**config.mk**
```make
export PLATFORM = sky130hd
export DESIGN_NAME = uart_tx_fifo
export DESIGN_NICKNAME = d
export VERILOG_FILES = /design/src/rtl/uart_pkg.sv /design/src/rtl/sync_fifo_mem.sv /design/src/rtl/uart_tx_fifo.sv
export SDC_FILE = /design/constraint.sdc
export NUM_CORES = 1
export LEC_CHECK = 0
export CAP_MARGIN = 10
export CORE_MARGIN = 10
export CORE_UTILIZATION = 48
export DETAILED_ROUTE_END_ITERATION = 10
export PLACE_DENSITY = 0.76
export SLEW_MARGIN = 10
export SYNTH_ARGS = -nofsm -noshare
export SYNTH_HDL_FRONTEND = slang
export SYNTH_SLANG_ARGS = --single-unit
```
**constraint.sdc**
```tcl
create_clock -name clk -period 3.3 [get_ports clk]
set_input_delay 0.33 -clock clk [delete_from_list [all_inputs] [get_ports clk]]
set_output_delay 0.33 -clock clk [all_outputs]
set_load 0.005 [all_outputs]
```
**src/rtl/uart_pkg.sv**
```systemverilog
// Shared constants and types for the UART transmit path.
package uart_pkg;

    localparam int unsigned UART_DATA_W         = 8;
    localparam int unsigned DEFAULT_DEPTH       = 16;
    localparam int unsigned DEFAULT_ACK_TIMEOUT = 4;

    // Launch FSM states.
    typedef enum logic [1:0] {
        StIdle     = 2'd0,
        StWaitRise = 2'd1,
        StWaitFall = 2'd2
    } tx_state_e;

endpackage

```
**src/rtl/sync_fifo_mem.sv**
```systemverilog
// Register-array storage for the transmit FIFO: one write port, one asynchronous read port.
module sync_fifo_mem #(
    parameter int unsigned DATA_W = 8,
    parameter int unsigned DEPTH  = 16,
    parameter int unsigned ADDR_W = $clog2(DEPTH)
) (
    input  logic              clk,
    input  logic              we,
    input  logic [ADDR_W-1:0] waddr,
    input  logic [DATA_W-1:0] wdata,
    input  logic [ADDR_W-1:0] raddr,
    output logic [DATA_W-1:0] rdata
);

    logic [DATA_W-1:0] mem_q [DEPTH];

    // Storage write; contents are not cleared by reset since the pointers define validity.
    always_ff @(posedge clk) begin
        if (we) begin
            mem_q[waddr] <= wdata;
        end
    end

    assign rdata = mem_q[raddr];

endmodule

```
**src/rtl/uart_tx_fifo.sv**
```systemverilog
// Byte FIFO in front of the UART transmitter: buffers host writes and launches one byte at a
// time with a start pulse, waiting for the transmitter to finish (or fail to respond).
module uart_tx_fifo import uart_pkg::*; #(
    parameter int unsigned DATA_W      = UART_DATA_W,
    parameter int unsigned DEPTH       = DEFAULT_DEPTH,
    parameter int unsigned ACK_TIMEOUT = DEFAULT_ACK_TIMEOUT
) (
    input  logic                     clk,
    input  logic                     reset,
    input  logic [DATA_W-1:0]        wr_data,
    input  logic                     wr_valid,
    output logic                     wr_ready,
    input  logic                     clr_ovf,
    output logic [DATA_W-1:0]        tx_data,
    output logic                     tx_start,
    input  logic                     tx_busy,
    output logic [$clog2(DEPTH):0]   count,
    output logic                     full,
    output logic                     empty,
    output logic                     overflow
);

    localparam int unsigned ADDR_W = $clog2(DEPTH);
    localparam int unsigned TW     = $clog2(ACK_TIMEOUT + 1);
    localparam logic [TW-1:0]     TimerLast = TW'(ACK_TIMEOUT - 1);
    localparam logic [ADDR_W:0]   CountFull = (ADDR_W + 1)'(DEPTH);

    logic [ADDR_W-1:0] wr_ptr_q, rd_ptr_q;
    logic [ADDR_W:0]   count_q, count_d;
    logic              full_q, empty_q, overflow_q;
    logic [DATA_W-1:0] tx_data_q, head;
    logic              tx_start_q;
    logic [TW-1:0]     timer_q, timer_d;
    tx_state_e         state_q, state_d;
    logic              push, pop;

    // wr_ready comes straight from the registered full flag, so a full FIFO never takes a byte
    // even when a pop happens in the same cycle.
    assign push = wr_valid & ~full_q;

    sync_fifo_mem #(
        .DATA_W (DATA_W),
        .DEPTH  (DEPTH),
        .ADDR_W (ADDR_W)
    ) u_mem (
        .clk   (clk),
        .we    (push),
        .waddr (wr_ptr_q),
        .wdata (wr_data),
        .raddr (rd_ptr_q),
        .rdata (head)
    );

    // FSM state register.
    always_ff @(posedge clk) begin
        if (reset) begin
            state_q <= StIdle;
        end else begin
            state_q <= state_d;
        end
    end

    // FSM next-state logic.
    always_comb begin
        state_d = state_q;
        unique case (state_q)
            StIdle: begin
                if (!empty_q && !tx_busy) state_d = StWaitRise;
            end
            StWaitRise: begin
                if (tx_busy) begin
                    state_d = StWaitFall;
                end else if (timer_q == TimerLast) begin
                    // Transmitter never acknowledged; treat the byte as sent.
                    state_d = StIdle;
                end
            end
            StWaitFall: begin
                if (!tx_busy) state_d = StIdle;
            end
            default: state_d = StIdle;
        endcase
    end

    // FSM outputs: pop strobe and acknowledge timer.
    always_comb begin
        pop     = 1'b0;
        timer_d = timer_q;
        unique case (state_q)
            StIdle: begin
                if (!empty_q && !tx_busy) begin
                    pop     = 1'b1;
                    timer_d = '0;
                end
            end
            StWaitRise: begin
                if (!tx_busy) timer_d = timer_q + 1'b1;
            end
            default: ;
        endcase
    end

    // Occupancy next-state; count is kept separately so full and empty are unambiguous.
    always_comb begin
        count_d = count_q;
        unique case ({push, pop})
            2'b10:   count_d = count_q + 1'b1;
            2'b01:   count_d = count_q - 1'b1;
            default: count_d = count_q;
        endcase
    end

    // Pointers, flags, timer and the registered transmitter outputs.
    always_ff @(posedge clk) begin
        if (reset) begin
            wr_ptr_q   <= '0;
            rd_ptr_q   <= '0;
            count_q    <= '0;
            full_q     <= 1'b0;
            empty_q    <= 1'b1;
            overflow_q <= 1'b0;
            tx_data_q  <= '0;
            tx_start_q <= 1'b0;
            timer_q    <= '0;
        end else begin
            if (push) wr_ptr_q <= wr_ptr_q + 1'b1;
            if (pop) begin
                rd_ptr_q  <= rd_ptr_q + 1'b1;
                tx_data_q <= head;
            end
            tx_start_q <= pop;
            timer_q    <= timer_d;
            count_q    <= count_d;
            full_q     <= (count_d == CountFull);
            empty_q    <= (count_d == '0);
            // Setting takes priority over clearing.
            if (wr_valid && full_q) begin
                overflow_q <= 1'b1;
            end else if (clr_ovf) begin
                overflow_q <= 1'b0;
            end
        end
    end

    assign wr_ready = ~full_q;
    assign tx_data  = tx_data_q;
    assign tx_start = tx_start_q;
    assign count    = count_q;
    assign full     = full_q;
    assign empty    = empty_q;
    assign overflow = overflow_q;

endmodule

```
==> impl_metrics.json <==
{
  "yosys-top-cells-area": "edfxtp_1 (61%), mux4_2 (11%), dfxtp_1 (9.5%), nor2_1 (2.4%), a21oi_1 (2.0%)",
  "synth.most_common_cell": "edfxtp_1",
  "max_cap_violations": 0,
  "startpoint_type": "flop",
  "fin_crit_sh": 0.812,
  "synthFlopType": "edfxtp_1",
  "layout_min_cycle_time_ns": 2.68,
  "synth_common_cells": "edfxtp_1 (128), nor2_1 (41), mux4_2 (32)",
  "start_util": 0.495,
  "layout-drive-gt1-share": 0.191,
  "cts_num_sinks": 158,
  "synth-seq-area-share": 0.702,
  "crit_fanout": 10,
  "place_congestion": 0.814,
  "topRoutingLayerUsed": "met4",
  "yosys.area.top_type_share": 0.607,
  "synth_edf_count": 128,
  "vias": 3495,
  "async_reset_ff_frac": 0,
  "path_clk_slew_ns": 0.06,
  "core_area_um2": 12800,
  "hold_class": "flop to flop",
  "wl_per_cell_um": 21.1,
  "cp-end-kind": "flop",
  "antenna_found_initial": 0,
  "post_drt_via_cell_ratio": 5.71,
  "power_per_cell_area_nw_per_um2": 666,
  "synth_area_um2": 6330,
  "wl_met2_mm": 6.63,
  "drt-met1-wl_mm": 5.39,
  "timing.rr.end": "empty",
  "io_buffers": 30,
  "drc_errors": 0,
  "met3_length_um": 665,
  "clock_path_buffers": 2,
  "drtIter0Drc": 462,
  "slowest_stage": "or4_4",
  "whs_ns": 0.480,
  "worst_pin_slew_ns": 1.10,
  "crit_type": "flop to flop",
  "antennaDiodeCount": 0,
  "synth_cells": 386,
  "ctsResizeCount": 0,
  "ys_types": 45,
  "slowest_delay_ns": 0.58,
  "fmax_mhz": 373,
  "setup_viol": 0,
  "rsz0062_at_grt": "no",
  "cp-startpoint": "state_q[0]",
  "die_w_um": 135,
  "r2r_start": "state_q[0]",
  "grt.overflow.total": 0,
  "cts-root-buf": "clkbuf_16",
  "ys_warn_count": 0,
  "antenna_left": 0,
  "worstPathRequired_ns": 3.66,
  "ff2ff_path_depth": 10,
  "finClkSkew_ns": 0.0101,
  "endpoint": "empty",
  "rows": 41,
  "crit_arrival_ns": 3.04,
  "cts_buffers": 17,
  "status": "completed",
  "tritoncts": "done",
  "htree_levels": 4,
  "synth-seq-cells": 158,
  "firstDrtPassIters": 5,
  "hold_viol_final": 0,
  "grt_pass1_wl_mm": 20.2,
  "area_delta_synth_final_pct": 17.4,
  "yosysTopAreaCell": "edfxtp_1",
  "relSlewSlack": 0.262,
  "grt_pass1_vias": 3604,
  "syn-num-nets": 408,
  "die-area_um2": 18200,
  "grt_usage": 0.148,
  "wirelength_mm": 12.9,
  "r2r_slack_ns": 0.62,
  "finalPower_mw": 4.95,
  "num_io_pins": 31,
  "postCtsSetupBuffers": 0,
  "dpl.hpwl_mm": 8.06,
  "die_y_um": 135,
  "finalSetupTns_ns": 0,
  "p_leak_nw": 2.41,
  "worstPathCellList": "or4_4, clkinv_8, nand2_1, xnor2_1, ha_1, nor4b_1, a21oi_1, a311oi_1, a2bb2oi_2, a31o_2",
  "slew_violations": 0,
  "peakVddDrop_mv": 0.438,
  "grt_max_degree": 36,
  "final_nets": 449,
  "insertion_delay_ns": 0.42,
  "avgSynthCellArea_um2": 16.4,
  "cts_hold_buffers": 0
}
-- placed cells by master, fill, tap and decap left out, drive strengths merged, types with 3 or more instances in the layout --
cell	netlist	layout
nor3b	3	3
clkinv	2	6
o21ai	4	4
clkbuf	14	22
xnor2	5	5
nor2	41	41
dfxtp	30	30
nor2b	5	5
clkdlybuf4s50	0	30
nand2b	3	3
nand2	17	17
a22oi	16	16
clkinvlp	0	3
nand4	4	4
mux4	32	32
buf	10	16
inv	6	7
xor2	5	5
nor3	6	6
a21oi	26	26
ha	9	9
edfxtp	128	128
-- state kept, by name, indices dropped and copies added (netlist names), 2 cells and up --
name         flops
u_mem.mem_q    128
tx_data          8
count            5
rd_ptr_q         4
wr_ptr_q         4
timer_q          3
state_q          2
-- logic make-up after synthesis --
family | synth area share
xor gates and xnor gates | 0.0138
muxes | 0.115
buffers and inverters | 0.0231
and+or+nand+nor | 0.0650
AOI/OAI and AO/OA | 0.0625
DFF | 0.702
adders and majority gates | 0.0178
-- through the flow --
stage | std cells | setup slack [ns] | cell area, um2 | util
3_3_place_gp | 580 | 0.374 | 6870 | 0.538
4_1_cts | 612 | 0.632 | 7430 | 0.582
6_report | 612 | 0.622 | 7430 | 0.582
2_1_floorplan | 386 | 0.811 | 6330 | -
5_1_grt | 612 | 0.478 | 7430 | 0.582
3_5_place_dp | 580 | 0.272 | 6870 | 0.538
-- how the worst min path moves through the flow --
stage	from	endpoint	slack, ns	cells past startpoint
2_1_floorplan	reset	full	0.40	1
3_3_place_gp	overflow	overflow	0.46	2
3_5_place_dp	overflow	overflow	0.47	2
4_1_cts	overflow	overflow	0.48	2
5_1_grt	tx_data[5]	tx_data[5]	0.52	2
6_report	overflow	overflow	0.48	2
-- power breakdown --
group	switching [mW]	leakage (nW)	internal [mW]
Combinational	0.389	0.748	0.398
Clock	0.744	0.262	1.11
Sequential	0.0730	1.40	2.23
-- per-layer routing --
metal,vias to the layer above,track usage
li1,1577,-
met1,1787,0.185
met2,113,0.242
met3,18,0.0319
met4,0,0.0689
met5,-,0
-- critical path: cells and delay by family (launching register included) --
kind	cells	cell delay (ns)
AO/OA/AOI/OAI	4	0.81
XOR/XNOR	1	0.14
adder cells (fa/ha/maj)	1	0.27
buffers and inverters	1	0.10
flip-flops	1	0.36
AND/OR/NAND/NOR	3	0.93
-- final cells by class --
class	instances	area (um2)
Tap cell	172	215
Timing Repair Buffer	46	433
Multi-Input combinational cell	196	1740
Fill cell	904	5340
Clock buffer	22	444
Sequential cell	158	4450
Inverter	8	42.5
Clock inverter	10	114
Note: power is estimated with default switching activity, not from simulation.
